File: src/rtl/nand_pkg.sv
// Shared types and constants for the NAND command path: latch selection,
// interface timing, ONFI opcodes and the command sequencer state set.
package nand_pkg;

    typedef enum logic {
        LATCH_CMD,
        LATCH_ADDR
    } latch_t;

    localparam int t_wp  = 2;
    localparam int t_wh  = 2;
    localparam int t_clh = 2;
    localparam int t_wb  = 10;

    localparam logic [7:0] OP_READ         = 8'h00;
    localparam logic [7:0] OP_READ_CONFIRM = 8'h30;
    localparam logic [7:0] OP_READ_STATUS  = 8'h70;
    localparam logic [7:0] OP_READ_ID      = 8'h90;
    localparam logic [7:0] OP_RESET        = 8'hFF;

    localparam int DLY_W = 16;

    typedef enum logic [2:0] {
        S_IDLE,
        S_CMD1,
        S_ADDR,
        S_CMD2,
        S_WAIT_WB,
        S_WAIT_RB,
        S_DONE
    } seq_state_t;

    typedef enum logic [1:0] {
        PH_ISSUE,
        PH_ACK,
        PH_DRAIN
    } phase_t;

    function automatic logic [2:0] clamp_addr_cnt(input logic [2:0] cnt, input logic [2:0] max_cnt);
        return (cnt > max_cnt) ? max_cnt : cnt;
    endfunction

endpackage

File: src/rtl/nand_delay_counter.sv
// Loadable down-counter; expired flags the last counted cycle so a wait of
// N cycles lasts exactly N cycles after the load edge.
module nand_delay_counter
    import nand_pkg::*;
(
    input  logic             clk,
    input  logic             nreset,
    input  logic             load,
    input  logic [DLY_W-1:0] load_val,
    input  logic             en,
    output logic             expired
);

    logic [DLY_W-1:0] count_q;

    always_ff @(posedge clk or negedge nreset) begin
        if (!nreset) begin
            count_q <= '0;
        end else if (load) begin
            count_q <= load_val;
        end else if (en && (count_q != '0)) begin
            count_q <= count_q - 1'b1;
        end
    end

    assign expired = (count_q <= DLY_W'(1));

endmodule

File: src/rtl/nand_cmd_sequencer.sv
// Runs one NAND command transaction (CMD1, address bytes, optional CMD2,
// optional tWB + R/B# wait) over the CLE/ALE latch units.
module nand_cmd_sequencer
    import nand_pkg::*;
#(
    parameter int T_WB       = t_wb,
    parameter int RB_TIMEOUT = 65535,
    parameter int MAX_ADDR   = 5
) (
    input  logic        clk,
    input  logic        nreset,
    input  logic        req_valid,
    output logic        req_ready,
    input  logic [7:0]  req_cmd1,
    input  logic [39:0] req_addr,
    input  logic [2:0]  req_addr_cnt,
    input  logic        req_cmd2_en,
    input  logic [7:0]  req_cmd2,
    input  logic        req_wait_rb,
    output logic        done,
    output logic        timeout,
    output logic        cmd_activate,
    output logic        addr_activate,
    output logic [15:0] latch_data,
    input  logic        cmd_busy,
    input  logic        addr_busy,
    input  logic        nand_rb
);

    localparam logic [2:0]       MAX_ADDR_W   = 3'(MAX_ADDR);
    localparam logic [DLY_W-1:0] T_WB_W       = DLY_W'(T_WB);
    localparam logic [DLY_W-1:0] RB_TIMEOUT_W = DLY_W'(RB_TIMEOUT);

    seq_state_t state_q, state_d;
    phase_t     phase_q, phase_d;
    seq_state_t after_cmd1, after_addr, after_cmd2;
    latch_t     latch_sel;

    logic        live_q;
    logic [7:0]  cmd1_q, cmd2_q, addr_byte, latch_byte;
    logic [39:0] addr_q;
    logic [2:0]  cnt_q, addr_idx_q;
    logic        cmd2_en_q, wait_rb_q, timeout_q;
    logic        accept, busy_cur, latch_free, last_addr;
    logic        dly_load, dly_en, dly_expired;
    logic [DLY_W-1:0] dly_load_val;

    assign accept     = req_valid && req_ready;
    assign latch_sel  = (state_q == S_ADDR) ? LATCH_ADDR : LATCH_CMD;
    assign busy_cur   = (latch_sel == LATCH_ADDR) ? addr_busy : cmd_busy;
    assign latch_free = (phase_q == PH_DRAIN) && !busy_cur;
    assign last_addr  = (addr_idx_q == cnt_q - 3'd1);

    assign after_cmd2 = wait_rb_q ? S_WAIT_WB : S_DONE;
    assign after_addr = cmd2_en_q ? S_CMD2 : after_cmd2;
    assign after_cmd1 = (cnt_q != 3'd0) ? S_ADDR : after_addr;

    always_ff @(posedge clk or negedge nreset) begin
        if (!nreset) begin
            state_q <= S_IDLE;
            phase_q <= PH_ISSUE;
        end else begin
            state_q <= state_d;
            phase_q <= phase_d;
        end
    end

    always_comb begin
        state_d = state_q;
        phase_d = phase_q;
        case (state_q)
            S_IDLE: begin
                if (accept) begin
                    state_d = S_CMD1;
                    phase_d = PH_ISSUE;
                end
            end
            S_CMD1, S_ADDR, S_CMD2: begin
                case (phase_q)
                    PH_ISSUE: phase_d = PH_ACK;
                    PH_ACK:   if (busy_cur) phase_d = PH_DRAIN;
                    default: begin
                        if (!busy_cur) begin
                            phase_d = PH_ISSUE;
                            if (state_q == S_CMD1)      state_d = after_cmd1;
                            else if (state_q == S_CMD2) state_d = after_cmd2;
                            else if (last_addr)         state_d = after_addr;
                        end
                    end
                endcase
            end
            S_WAIT_WB: if (dly_expired) state_d = S_WAIT_RB;
            // A ready R/B# on the limit cycle still counts as success.
            S_WAIT_RB: if (nand_rb || dly_expired) state_d = S_DONE;
            S_DONE:    state_d = S_IDLE;
            default:   state_d = S_IDLE;
        endcase
    end

    always_ff @(posedge clk or negedge nreset) begin
        if (!nreset) begin
            live_q     <= 1'b0;
            cmd1_q     <= '0;
            cmd2_q     <= '0;
            addr_q     <= '0;
            cnt_q      <= '0;
            cmd2_en_q  <= 1'b0;
            wait_rb_q  <= 1'b0;
            addr_idx_q <= '0;
            timeout_q  <= 1'b0;
        end else begin
            live_q <= 1'b1;
            if (accept) begin
                cmd1_q     <= req_cmd1;
                cmd2_q     <= req_cmd2;
                addr_q     <= req_addr;
                cnt_q      <= clamp_addr_cnt(req_addr_cnt, MAX_ADDR_W);
                cmd2_en_q  <= req_cmd2_en;
                wait_rb_q  <= req_wait_rb;
                addr_idx_q <= '0;
                timeout_q  <= 1'b0;
            end else if ((state_q == S_ADDR) && latch_free) begin
                addr_idx_q <= addr_idx_q + 3'd1;
            end
            if ((state_q == S_WAIT_RB) && (state_d == S_DONE)) begin
                timeout_q <= !nand_rb;
            end
        end
    end

    // One counter serves both waits: reloaded on entry to each.
    assign dly_load     = ((state_q != S_WAIT_WB) && (state_d == S_WAIT_WB)) ||
                          ((state_q == S_WAIT_WB) && (state_d == S_WAIT_RB));
    assign dly_load_val = (state_q == S_WAIT_WB) ? RB_TIMEOUT_W : T_WB_W;
    assign dly_en       = (state_q == S_WAIT_WB) || (state_q == S_WAIT_RB);

    nand_delay_counter u_delay (
        .clk      (clk),
        .nreset   (nreset),
        .load     (dly_load),
        .load_val (dly_load_val),
        .en       (dly_en),
        .expired  (dly_expired)
    );

    always_comb begin
        case (addr_idx_q)
            3'd0:    addr_byte = addr_q[7:0];
            3'd1:    addr_byte = addr_q[15:8];
            3'd2:    addr_byte = addr_q[23:16];
            3'd3:    addr_byte = addr_q[31:24];
            3'd4:    addr_byte = addr_q[39:32];
            default: addr_byte = 8'h00;
        endcase
    end

    always_comb begin
        req_ready     = live_q && (state_q == S_IDLE) && !cmd_busy && !addr_busy;
        done          = (state_q == S_DONE);
        timeout       = done && timeout_q;
        cmd_activate  = 1'b0;
        addr_activate = 1'b0;
        latch_byte    = 8'h00;
        case (state_q)
            S_CMD1:  latch_byte = cmd1_q;
            S_ADDR:  latch_byte = addr_byte;
            S_CMD2:  latch_byte = cmd2_q;
            default: latch_byte = 8'h00;
        endcase
        if ((phase_q == PH_ISSUE) &&
            ((state_q == S_CMD1) || (state_q == S_ADDR) || (state_q == S_CMD2))) begin
            if (latch_sel == LATCH_ADDR) addr_activate = 1'b1;
            else                         cmd_activate  = 1'b1;
        end
        latch_data = {8'h00, latch_byte};
    end

endmodule

File: config.mk
export PLATFORM = sky130hd
export DESIGN_NAME = nand_cmd_sequencer
export DESIGN_NICKNAME = d
export VERILOG_FILES = /design/src/rtl/nand_pkg.sv /design/src/rtl/nand_delay_counter.sv /design/src/rtl/nand_cmd_sequencer.sv
export SDC_FILE = /design/constraint.sdc
export NUM_CORES = 1
export LEC_CHECK = 0
export BUFFER_PORTS_ARGS = -buffer_cell sky130_fd_sc_hd__buf_2
export CAP_MARGIN = 20
export CORE_ASPECT_RATIO = 1.2
export CORE_MARGIN = 2
export CORE_UTILIZATION = 30
export DETAILED_ROUTE_END_ITERATION = 10
export PLACE_DENSITY = 0.61
export SYNTH_ARGS = -nofsm -noshare
export SYNTH_HDL_FRONTEND = slang
export SYNTH_SLANG_ARGS = --single-unit
export TNS_END_PERCENT = 5
File: constraint.sdc
create_clock -name clk -period 2.4 [get_ports clk]
set_input_delay 0.12 -clock clk [delete_from_list [all_inputs] [get_ports clk]]
set_output_delay 0.12 -clock clk [all_outputs]
set_load 0.01 [all_outputs]
== Word level (Yosys, flattened, before mapping) ==
Cells that the tools add are included.

* Flip-flop bits (word level): 87
* Latch bits: 0
* RAM bits: 0
* Bits in read-only memories: 0
* Bits of input ports: 67
* Output and inout port bits: 21
* Word-level logic and storage cells: 103
* Memories: 0

* Add/sub/neg operators: 3
* Multipliers: 0
* Div/mod/pow operators: 0
* Magnitude comparators: 2
* Equal/unequal tests: 20
* Shift-type cells: 0
* Muxes and demuxes: 33
* Bitwise logic cells: 0
* Reduce and logical (&&, ||, !) cells: 33

{| class="wikitable"
|+ Operators by type and width
! cell !! count
|-
| 16-bit two-way mux || 3
|-
| 8-bit case mux with 5 select lines || 1
|-
| 3-bit two-way mux || 13
|-
| 8-bit case mux with 3 select lines || 1
|-
| 3-bit == test (second input constant) || 7
|-
| 16-bit by 1-bit <= comparator with 1-bit output (second input constant) || 1
|-
| 16-bit nonzero test || 1
|-
| 16-bit by 1-bit subtractor with 16-bit output (second input constant) || 1
|-
| 3-bit by 2-bit == test with 1-bit output (second input constant) || 4
|-
| 1-bit logical AND || 12
|-
| 3-bit case mux with 4 select lines || 1
|-
| 1-bit two-way mux || 8
|-
| 2-bit two-way mux || 4
|-
| 2-bit case mux with 2 select lines || 2
|-
| 2-bit nonzero test || 4
|-
| 3-bit by 1-bit == test with 1-bit output (second input constant) || 2
|-
| 3-bit logical NOT || 2
|-
| 3-bit inequality test (second input constant) || 2
|-
| 1-bit logical OR || 5
|-
| 1-bit logical NOT || 4
|-
| 4-bit inequality test (second input constant) || 1
|-
| 4-bit AND reduction || 1
|-
| 3-bit by 1-bit adder with 3-bit output (second input constant) || 1
|-
| 3-bit == test || 1
|-
| other kinds (9) || 9
|}

== Longest topological paths before layout ==
Gate-level depths: netlist (run 1).

* Depth after elaboration: 12
* Mapped depth: 11
* Gate-level depth less buffers: 9

== Cells and area by module ==
A second synthesis (run 1) with hierarchy kept.

* Cell total of the unflattened synthesis: 541
* Area total of the unflattened synthesis: 4653.2 µm²

{| class="wikitable"
|+ By module, submodules not included
! module !! times used !! cells each !! area each (µm²) !! seq. area each (µm²)
|-
| nand_cmd_sequencer || 1 || 405 || 3565.9 || 1776.7
|-
| nand_delay_counter || 1 || 136 || 1087.3 || 400.4
|}

== Worst setup path after synthesis (run 1) ==
OpenSTA, ideal clock, no wires.

* Path kind: register to register
* From: reg cnt_q[0]
* To: reg u_delay.count_q[11]
* Setup time: 0.122 ns
* Arrival time: 2.195 ns
* Data required time: 2.278 ns
* Path slack: 0.083 ns
* Cell stages (with the launch flop): 11
* Path buffers: 1
* Clock period less this slack: 2.317 ns
* Cell sequence: dfrtp_1 -> inv_1 -> ha_1 -> ha_1 -> xor2_1 -> nand3_1 -> o311ai_0 -> o211a_1 -> buf_2 -> a21oi_1 -> a2111oi_1

* Word-level cells in the longest chain between the ends: 12
* Elaborated cells on any way between the ends: 17
* Classes of those cells: add/sub: 1; eq/ne: 3; mux: 8; reduce/logical: 5

{| class="wikitable"
|+ Ends and longest elaborated chain
! what !! line !! text
|-
| from (decl) || nand_cmd_sequencer.sv:42 || <nowiki>logic [2:0] cnt_q, addr_idx_q;</nowiki>
|-
| from (signal assigned) || nand_cmd_sequencer.sv:117 || <nowiki>cnt_q <= clamp_addr_cnt(req_addr_cnt, MAX_ADDR_W);</nowiki>
|-
| 3-bit by 1-bit subtractor with 3-bit output || nand_cmd_sequencer.sv:52 || <nowiki>assign last_addr = (addr_idx_q == cnt_q - 3'd1);</nowiki>
|-
| 3-bit == test || nand_cmd_sequencer.sv:52 ||
|-
| 3-bit two-way mux || nand_cmd_sequencer.sv:87 || <nowiki>else if (last_addr) state_d = after_addr;</nowiki>
|-
| 3-bit two-way mux || nand_cmd_sequencer.sv:86 || <nowiki>else if (state_q == S_CMD2) state_d = after_cmd2;</nowiki>
|-
| 3-bit two-way mux * || nand_cmd_sequencer.sv:85 || <nowiki>if (state_q == S_CMD1) state_d = after_cmd1;</nowiki>
|-
| 3-bit two-way mux * || nand_cmd_sequencer.sv:83 || <nowiki>if (!busy_cur) begin</nowiki>
|-
| 3-bit two-way mux * || nand_cmd_sequencer.sv:79 || <nowiki>case (phase_q)</nowiki>
|-
| 3-bit case mux with 4 select lines * || nand_cmd_sequencer.sv:71 || <nowiki>case (state_q)</nowiki>
|-
| 3-bit == test (on tied branches) || nand_cmd_sequencer.sv:132, nand_cmd_sequencer.sv:133 ||
|-
| 1-bit logical AND (on tied branches) || nand_cmd_sequencer.sv:132, nand_cmd_sequencer.sv:133 ||
|-
| 1-bit logical OR * || nand_cmd_sequencer.sv:132 || <nowiki>assign dly_load = ((state_q != S_WAIT_WB) && (state_d == S_WAIT_WB)) ||</nowiki>
|-
| 16-bit two-way mux / 2-bit nonzero test (equally long branches) || - ||
|-
| to (signal assigned) || nand_delay_counter.sv:20 || <nowiki>count_q <= load_val;</nowiki>
|-
| to (signal assigned) || nand_delay_counter.sv:22 || <nowiki>count_q <= count_q - 1'b1;</nowiki>
|-
| to (decl) || nand_delay_counter.sv:14 || <nowiki>logic [DLY_W-1:0] count_q;</nowiki>
|}

Every way passes the cells marked *; elsewhere a longest branch is shown, timed or not.
A chain may end at the register's enable or synchronous reset.

== Worst setup path after layout (run 1) ==
* From: reg addr_idx_q[1]
* To: out latch_data[0]

* Word-level cells in the longest chain between the ends: 3
* Elaborated cells on any way between the ends: 7
* Classes of those cells: eq/ne: 4; mux: 2; reduce/logical: 1

{| class="wikitable"
|+ Ends and longest elaborated chain
! what !! line !! text
|-
| from (decl) || nand_cmd_sequencer.sv:42 ||
|-
| from (signal assigned) || nand_cmd_sequencer.sv:123 || <nowiki>addr_idx_q <= addr_idx_q + 3'd1;</nowiki>
|-
| 3-bit == test, or another cell as far along || nand_cmd_sequencer.sv:147 || <nowiki>case (addr_idx_q)</nowiki>
|-
| 8-bit case mux with 5 select lines * || nand_cmd_sequencer.sv:147 ||
|-
| 8-bit case mux with 3 select lines * || nand_cmd_sequencer.sv:164 || <nowiki>case (state_q)</nowiki>
|-
| to (decl) || nand_cmd_sequencer.sv:24 || <nowiki>output logic [15:0] latch_data,</nowiki>
|}

Marks and branches as above.

==> metrics, run 1 <==
commonest non-fill, non-tap cell in the layout=nand2_1; core area=around 15,000 um2; R2R setup slack=80 ps; most frequent cells in the layout=nand2_1 (196), dfrtp_1 (86), buf_2 (78), dlygate4sd3_1 (60), buf_4 (26); via count=about 4,300; Fin. Hold Viols=0; Initial Utilization=0.306; synth top area cells=dfrtp_1 (48%), nand2_1 (16%), ha_1 (2.7%); DR iter-0 viols=about 260; syn avg cell area=8.60 um2; Slew @ Worst Pin=between 600 and 700 ps; number of synthesized register bits=87; via density per instance=~5; Cell variety after synth=60; CTS root buf=clkbuf_16; post-synth top area share=0.478; RSZ-0062 raised after global routing=yes; worst-path maximum fanout=6; DPL Wire Length=a little under 9 mm; cell area after layout=approximately 6400 um2; power share of the combinational group=0.312; Routed wire per std cell=~15 um; Rel. slew slack=0.578; critical path's slowest cell=dfrtp_2; CP Cell Sequence=ha_1 > nor2b_1 > buf_4 > a22oi_2 > nand2_1 > a221oi_1 > o22ai_1 > buf_2; Compound-Gate Fraction of Synth Area=0.146; Worst Setup End Kind=output port; final-report max-slew violation count=0; Clock Skews=between 7 and 8 ps; CTS tree=done; mux cell area share after synthesis=0.0220; maxcap violations=0; FMAX=429 MHz; Post-DRT Antenna Nets=0; global-route wire length before repair=21.2 mm; cts bufs inserted=9; Layout fillers=between 1,000 and 1,500; fin crit period=between 2000 and 2500 ps; die height=~140 um; Syn Inst Count=530; Die Wd=116 um; Worst Setup Start Kind=register; port bufs=~80; wirelength, routed=13.4 mm; Hold Crit Class=input port to register; Clock Tree Buf Depth=2; Post-synth EDFFs=0; initial antenna violation count=1; clock-pin slew on the worst setup and hold paths=approximately 60 ps; Yosys warnings=0; Int Pwr=around 3.3 mW; GPL Wtd Cong=0.837; IO Count=88; layout cells sized above 1=0.246; Synth Area in Simple Gates=0.261; row count=49; Clock Latency Late Sink=approximately 350 ps; largest net degree at the start of global routing=62; switching power=about 1.7 mW; CP top delay family=compound AO/OA/AOI/OAI gates; final setup fails=0; Synth Area in XOR/XNOR=0.00961; H-tree depth=3; fin crit share=0.970; crit path kind=register to output port; Main synth FF type=dfrtp_1; synthesized area=between 4000 and 5000 um2; Async SR Flop Fraction=1.00; # clock sinks=87; worst path arrival time=between 2000 and 2500 ps; Worst Path Buf+Inv=2; Lkg Pwr=3.15 nW; P&R area growth vs syn=40.8%; Sw Share=0.341; 1st-pass router iterations=4; data required time at the worst endpoint=approximately 2300 ps; cell taking the most area after synthesis=dfrtp_1; DRC viols=0; Peak supply drop=roughly 0.33 mV; vias in the first global route=between 4,000 and 5,000; CP max stage delay=between 400 and 500 ps; Overflow after GRT=0; die area=approximately 16,000 um2; status=finished clean; Post-Synth Adder-Cell Area=0.0275; fin util=0.431; post-synthesis sequential area ratio=0.478; Reg power frac=0.397; Clk pwr share=0.292; nets=roughly 760; Post-DP Area=5280 um2; largest family of logic cells by synthesized area=simple AND/OR/NAND/NOR gates; PwrDens=770 nW/um2; GRT Overall Usage=0.165; overall power=between 4 and 5 mW
flip-flops by register name, indices dropped and copies added (netlist names):
signal	flops
addr_q	40
u_delay.count_q	16
cmd1_q	8
cmd2_q	8
addr_idx_q	3
cnt_q	3
state_q	3
phase_q	2
cmd2_en_q	1
live_q	1
timeout_q	1
wait_rb_q	1
synth_stat cells (all sizes together), types with 9 or more instances:
cell    count
nand2     198
nor3       11
mux2i      10
a211oi     16
a21oi      10
nand3       9
inv        17
clkbuf     21
dfrtp      87
nor2       20
buf        16
ha         10
o22ai       9
cell type report:
| class | count | area, um2 | share of cell area |
|---|---|---|---|
| clock inverter | 6 | 66.3 | 0.0103 |
| clock buffer | 10 | 239 | 0.0372 |
| timing repair buffer | 167 | 1250 | 0.194 |
| antenna | 1 | 2.50 | 0.000390 |
| sequential | 87 | 2180 | 0.340 |
| tap | 204 | 255 | 0.0398 |
| multi-input combinational | 396 | 2360 | 0.369 |
| inverter | 17 | 63.8 | 0.00995 |
final timing paths:
path | cells after the start | start | to
worst min-delay path | 3 | req_addr_cnt[1] | cnt_q[1]
max in group asynchronous | 3 | nreset | addr_idx_q[1]
worst min register to register | 2 | cmd2_q[3] | cmd2_q[3]
worst max-delay path | 8 | addr_idx_q[1] | latch_data[0]
min in group asynchronous | 2 | nreset | addr_q[29]
worst max register to register | 10 | cnt_q[0] | u_delay.count_q[9]
worst min-delay path, cell delays in order:
cell and delay [ps]:
buf_2 90, nand3b_1 60, o21ai_0 70
per-layer routing:
metal	vias to the layer above	track usage	share of wire
met5	-	0	0
met4	0	0.0514	0.017
met3	17	0.0398	0.055
met2	117	0.278	0.50
met1	2105	0.206	0.43
li1	2095	-	-
per-stage QoR:
step                worst slack [ps]  hold slack, ps  setup TNS, ps  instances
floorplan                       83.4            -176              0        537
global placement                19.7             170              0        808
detailed placement             -62.9             178          -76.6        808
CTS                            -26.2            23.0          -53.7        884
global route                   -60.3            37.6           -483        887
finish                          71.2            31.3              0        888
repair_timing:
| action | CTS | global route |
|---|---|---|
| hold buffers | 60 | 0 |
| setup buffers | 0 | 3 |
| setup endpoints to repair | 15 | 23 |
| pin swaps | 1 | 13 |
| gates resized for setup | 10 | 31 |
| endpoints found under the hold margin | 105 | 0 |
cells by family after synthesis:
kind of cell             after synthesis
AND/OR/NAND/NOR                      272
AO/OA/AOI/OAI                         90
flip-flops                            87
buffers and inverters                 54
adder cells (fa/ha/maj)               10
multiplexers                          10
XOR/XNOR                               5
other                                  2
power groups by stage:
stage / sequential, mW / clock (mW) / combinational [mW]
2_1_floorplan: 1.88 / 0 / 0.863
3_3_place_gp: 1.94 / 0 / 1.26
3_5_place_dp: 1.95 / 0 / 1.29
4_1_cts: 1.93 / 1.48 / 1.41
5_1_grt: 1.99 / 1.53 / 1.71
6_report: 1.96 / 1.44 / 1.54
Note: power is estimated with default switching activity, not from simulation.
==> inputs of run 2 (changes only) <==
--- a/config.mk
+++ b/config.mk
@@ -5,13 +5,13 @@
 export SDC_FILE = /design/constraint.sdc
 export NUM_CORES = 1
 export LEC_CHECK = 0
-export BUFFER_PORTS_ARGS = -buffer_cell sky130_fd_sc_hd__buf_2
 export CAP_MARGIN = 20
 export CORE_ASPECT_RATIO = 1.2
 export CORE_MARGIN = 2
 export CORE_UTILIZATION = 30
 export DETAILED_ROUTE_END_ITERATION = 10
-export PLACE_DENSITY = 0.61
+export DONT_BUFFER_PORTS = 1
+export PLACE_DENSITY = 0.56
 export SYNTH_ARGS = -nofsm -noshare
 export SYNTH_HDL_FRONTEND = slang
 export SYNTH_SLANG_ARGS = --single-unit
==> run 2 against run 1 <==
Against the previous run:
- combinational power shrank 9%
- die area unchanged
- fmax increased by 0.22%
- via count shrank 7.9%
- worst hold slack got worse by 29 ps
- global-route usage is 0.88 points lower
- highest routed layer unchanged
==> metrics, run 2 (synthesis results as in run 1) <==
status=finished clean; Initial Utilization=0.306; row count=~50; # clock sinks=87; 1st-pass router iterations=4; Rel. slew slack=0.508; largest net degree at the start of global routing=88; crit path kind=register to register; Layout fillers=around 1,500; layout cells sized above 1=0.165; DPL Wire Length=approximately 8.6 mm; Die Wd=about 120 um; Clk pwr share=0.308; Slew @ Worst Pin=approximately 730 ps; data required time at the worst endpoint=between 2000 and 3000 ps; Worst Setup End Kind=register; GRT Overall Usage=0.156; total negative slack=0 ps; Post-DP Area=between 4000 and 5000 um2; maxcap violations=0; FMAX=between 400 and 500 MHz; Clock Tree Buf Depth=2; worst path arrival time=2500 ps; Post-DRT Antenna Nets=0; cts bufs inserted=9; Top reg by flops=addr_q; Reg power frac=0.405; Clock Latency Late Sink=roughly 340 ps; worst-path maximum fanout=8; Worst Path Buf+Inv=2; P&R area growth vs syn=34.1%; worst setup margin=~76 ps; final-report max-slew violation count=0; via count=about 4,000; Sw Share=0.331; CTS tree=done; most frequent cells in the layout=nand2_1 (197), dfrtp_1 (85), dlygate4sd3_1 (63), buf_4 (32), nor2_1 (20); commonest non-fill, non-tap cell in the layout=nand2_1; Fin. Hold Viols=0; CP top delay family=compound AO/OA/AOI/OAI gates; nets=about 700; Overflow after GRT=0; Regs by FF count=addr_q: 40 flops, u_delay.count_q: 16 flops; CP most frequent cell=ha_4; RSZ-0062 raised after global routing=yes; critical path's slowest cell=dfrtp_1; Lkg Pwr=2.88 nW; placed insts=734; fin crit period=2320 ps; PwrDens=approximately 800 nW/um2; switching power=between 1.5 and 2 mW; Clock Skews=6.99 ps; H-tree depth=3; CTS root buf=clkbuf_16; GPL Wtd Cong=~0.82; Inserted Diodes=0; CP Cell Sequence=inv_2 > ha_4 > ha_4 > xor2_1 > nand3_2 > o311ai_2 > o211a_1 > and3_4 > buf_12 > a211oi_1; Int Pwr=between 3 and 4 mW; max FFs per register=40; DR iter-0 viols=roughly 280; DRC viols=0; core area=between 10,000 and 15,000 um2; vias in the first global route=~4,000; port bufs=0; Worst Setup Start Kind=register; Layout Cells excl Fill=between 800 and 900; wirelength, routed=12.8 mm; power share of the combinational group=0.287; global-route wire length before repair=19.9 mm; Peak supply drop=about 0.38 mV; WHS=~2 ps; Hold Crit Class=input port to register; clock-pin slew on the worst setup and hold paths=about 60 ps; initial antenna violation count=0; final setup fails=0; cell area after layout=between 6000 and 7000 um2; pre-CTS setup slack=-93.6 ps; CP max stage delay=about 360 ps; IO Count=88; die area=around 16,000 um2; Routed wire per std cell=about 16 um; die height=139 um; via density per instance=around 4.9; fin crit share=0.968
-- run 2: changes by cell type in the layout (fill, tap and decap cells not counted), moves of 2 or more --
cell / delta
buf_2: -78
a211oi_1: -9
a211oi_2: +9
buf_4: +6
nor4_2: +4
a311oi_1: -3
a311oi_2: +3
dlygate4sd3_1: +3
nor4_4: -3
a22oi_1: +2
a22oi_2: -2
buf_12: -2
inv_6: -2
-- run 2: path summary, 6_finish.rpt --
path                       cells past startpoint  slack, ps                  to       startpoint
hold reg to reg                                2        480          addr_q[11]       addr_q[11]
setup reg to reg                              10         80  u_delay.count_q[5]         cnt_q[0]
max in group asynchronous                      2       1640       addr_idx_q[0]           nreset
min in group asynchronous                      2        390           cmd2_q[1]           nreset
setup / recovery                              10         80  u_delay.count_q[5]         cnt_q[0]
hold / removal                                 2          2            cnt_q[0]  req_addr_cnt[2]
-- run 2: through the flow --
step,total power [mW],util
floorplan,2.74,-
global placement,3.08,0.329
detailed placement,3.12,0.329
CTS,4.78,0.395
global route,5.15,0.410
finish,4.87,0.410
-- run 2: final cells by class --
cell class / count / area (um2) / share of cell area
sequential: 87 / 2180 / 0.357
timing repair buffer: 98 / 930 / 0.152
clock buffer: 10 / 229 / 0.0375
multi-input combinational: 396 / 2370 / 0.388
inverter: 17 / 63.8 / 0.0104
tap: 204 / 255 / 0.0418
clock inverter: 5 / 82.6 / 0.0135
-- run 2: timing repair --
| item | in CTS | in global routing |
|---|---|---|
| hold buffers | 64 | 0 |
| pin swaps | 1 | 8 |
| gates resized for setup | 7 | 37 |
| setup buffers | 0 | 4 |
| endpoints found under the hold margin | 149 | 0 |
| setup endpoints to repair | 18 | 22 |
-- run 2: metal layers --
metal,part of all wire,GRT usage,vias up,wire [um]
met4,0.011,0.0432,0,136
met3,0.046,0.0345,14,589
met1,0.43,0.189,1938,5530
met2,0.51,0.275,90,6520
met5,0,0,-,0
li1,-,-,1950,-
-- run 2: power by group through the flow --
stage	combinational [mW]	clock, mW	sequential, mW
floorplan	0.863	0	1.88
global placement	1.12	0	1.96
detailed placement	1.15	0	1.97
CTS	1.30	1.54	1.95
global route	1.55	1.59	2.01
finish	1.40	1.50	1.97
==> inputs of run 3 (changes only) <==
--- a/config.mk
+++ b/config.mk
@@ -11,6 +11,7 @@
 export CORE_UTILIZATION = 30
 export DETAILED_ROUTE_END_ITERATION = 10
 export DONT_BUFFER_PORTS = 1
+export GPL_TIMING_DRIVEN = 0
 export PLACE_DENSITY = 0.56
 export SYNTH_ARGS = -nofsm -noshare
 export SYNTH_HDL_FRONTEND = slang
==> run 3 against run 2 <==
Against the previous run:
- global-route usage up 0.41 points
- count of clock-buffer cells in the layout up 1
- fmax down 1.1%
- first-iteration DRC count down 13%
- via count up 1.9%
- sequential share of layout area up 0.14 points
- die area unchanged
- total power about the same
- non-clock buffer count up 8
- register-to-register slack worse by 30 ps
- routed wire length up 1.3%
- combinational power up 4%
- largest cell class unchanged
==> metrics, run 3 (synthesis results as in run 1) <==
pre-CTS setup slack=-307 ps; worst path arrival time=2550 ps; cell area after layout=6080 um2; Worst Setup Start Kind=register; Top reg by flops=addr_q; H-tree depth=3; P&R area growth vs syn=33.5%; core area=between 10,000 and 15,000 um2; Reg2Reg Launch Point=cnt_q[0]; wirelength, routed=approximately 13 mm; row count=49; switching power=between 1.5 and 2 mW; Crit. Startpoint=cnt_q[0]; most frequent cells in the layout=nand2_1 (197), dfrtp_1 (87), dlygate4sd3_1 (63), clkbuf_1 (19), nor2_1 (19); R2R depth=10; GPL Wtd Cong=~0.87; vias in the first global route=about 4,100; die height=~140 um; CTS tree=done; DR iter-0 viols=around 240; worst-path maximum fanout=6; R2R Path End=u_delay.count_q[6]; Rel. slew slack=0.564; FMAX=around 430 MHz; via density per instance=4.92; port bufs=0; Clock Skews=~8.1 ps; Slew @ Worst Pin=about 650 ps; status=finished clean; final setup fails=0; Lkg Pwr=2.86 nW; Reg power frac=0.394; Post-DP Area=4850 um2; max FFs per register=40; Die Wd=116 um; commonest non-fill, non-tap cell in the layout=nand2_1; total negative slack=0 ps; power share of the combinational group=0.299; Fin. Hold Viols=0; Clock Tree Buf Depth=2; Int Pwr=~3.3 mW; Regs by FF count=addr_q: 40 flops, u_delay.count_q: 16 flops; IO Count=88; 1st-pass router iterations=5; fin crit share=0.979; GRT Overall Usage=0.160; R2R setup slack=between 50 and 60 ps; layout cells sized above 1=0.124; initial antenna violation count=0; nets=roughly 690; WHS=approximately 110 ps; global-route wire length before repair=20.0 mm; Worst Setup End Kind=register; Clock Latency Late Sink=350 ps; Initial Utilization=0.306; PwrDens=approximately 800 nW/um2; worst setup margin=between 50 and 60 ps; via count=about 4,000; final-report max-slew violation count=0; largest net degree at the start of global routing=88; fin crit period=~2300 ps; DRC viols=0; Clk pwr share=0.307; crit path kind=register to register; Post-DRT Antenna Nets=0; Overflow after GRT=0; clock-pin slew on the worst setup and hold paths=60 ps; cts bufs inserted=9; Peak supply drop=between 0.4 and 0.5 mV; Sw Share=0.332; DPL Wire Length=approximately 8.8 mm; Hold Crit Class=input port to register; Inserted Diodes=0; data required time at the worst endpoint=about 2600 ps; RSZ-0062 raised after global routing=yes; # clock sinks=87; Critical Path Sink=u_delay.count_q[6]; maxcap violations=0; CTS root buf=clkbuf_16; Routed wire per std cell=15.7 um; die area=between 15,000 and 20,000 um2
[run 3: area by class of cell]
type	count	area, um2
Clock inverter	5	81.3
Timing Repair Buffer	72	731
Tap cell	204	255
Inverter	17	63.8
Clock buffer	11	233
Sequential cell	87	2180
Fill cell	1485	8820
Multi-Input combinational cell	396	2350
Buffer	34	193
[run 3: routing by layer]
| layer | up-vias | GRT usage | part of all wire |
|---|---|---|---|
| met3 | 27 | 0.0341 | 0.063 |
| met2 | 142 | 0.273 | 0.49 |
| met5 | - | 0 | 0 |
| li1 | 1971 | - | - |
| met4 | 0 | 0.0840 | 0.036 |
| met1 | 1928 | 0.186 | 0.41 |
[run 3: through the flow]
step / power [mW] / utilization / instances
floorplan: 2.74 / - / 537
global placement: 3.01 / 0.325 / 741
detailed placement: 3.07 / 0.325 / 742
CTS: 4.81 / 0.400 / 824
global route: 5.13 / 0.408 / 826
finish: 4.87 / 0.408 / 826
[run 3: critical path, stage by stage (launching register included)]
cell      delay (ps)
dfrtp_1          380
inv_2             50
ha_2             170
ha_1             280
xor2_1           170
nand3_2          120
o311a_1          340
o221a_4          160
buf_12           140
a211oi_1         320
a311oi_2          90
[run 3: what timing repair did]
item	CTS	global route
hold endpoints to repair	149	0
hold buffers	64	0
endpoints found under the setup margin	23	55
gates resized for setup	26	20
pin swaps	5	4
buffers inserted	5	2
[run 3: power groups by stage]
| stage | combinational, mW | clock (mW) | sequential, mW |
|---|---|---|---|
| 6_report | 1.46 | 1.49 | 1.92 |
| 5_1_grt | 1.59 | 1.59 | 1.95 |
| 2_1_floorplan | 0.863 | 0 | 1.88 |
| 3_3_place_gp | 1.09 | 0 | 1.92 |
| 3_5_place_dp | 1.15 | 0 | 1.93 |
| 4_1_cts | 1.38 | 1.53 | 1.91 |
[run 3: worst min-delay path by stage]
stage | start | cells after the start | slack [ps] | endpoint
finish | addr_busy | 2 | 110 | phase_q[1]
global route | addr_busy | 2 | 140 | phase_q[1]
CTS | addr_busy | 2 | 100 | phase_q[1]
detailed placement | nreset | 0 | -170 | addr_q[30]
global placement | nreset | 0 | -170 | addr_q[30]
floorplan | nreset | 0 | -180 | addr_idx_q[0]
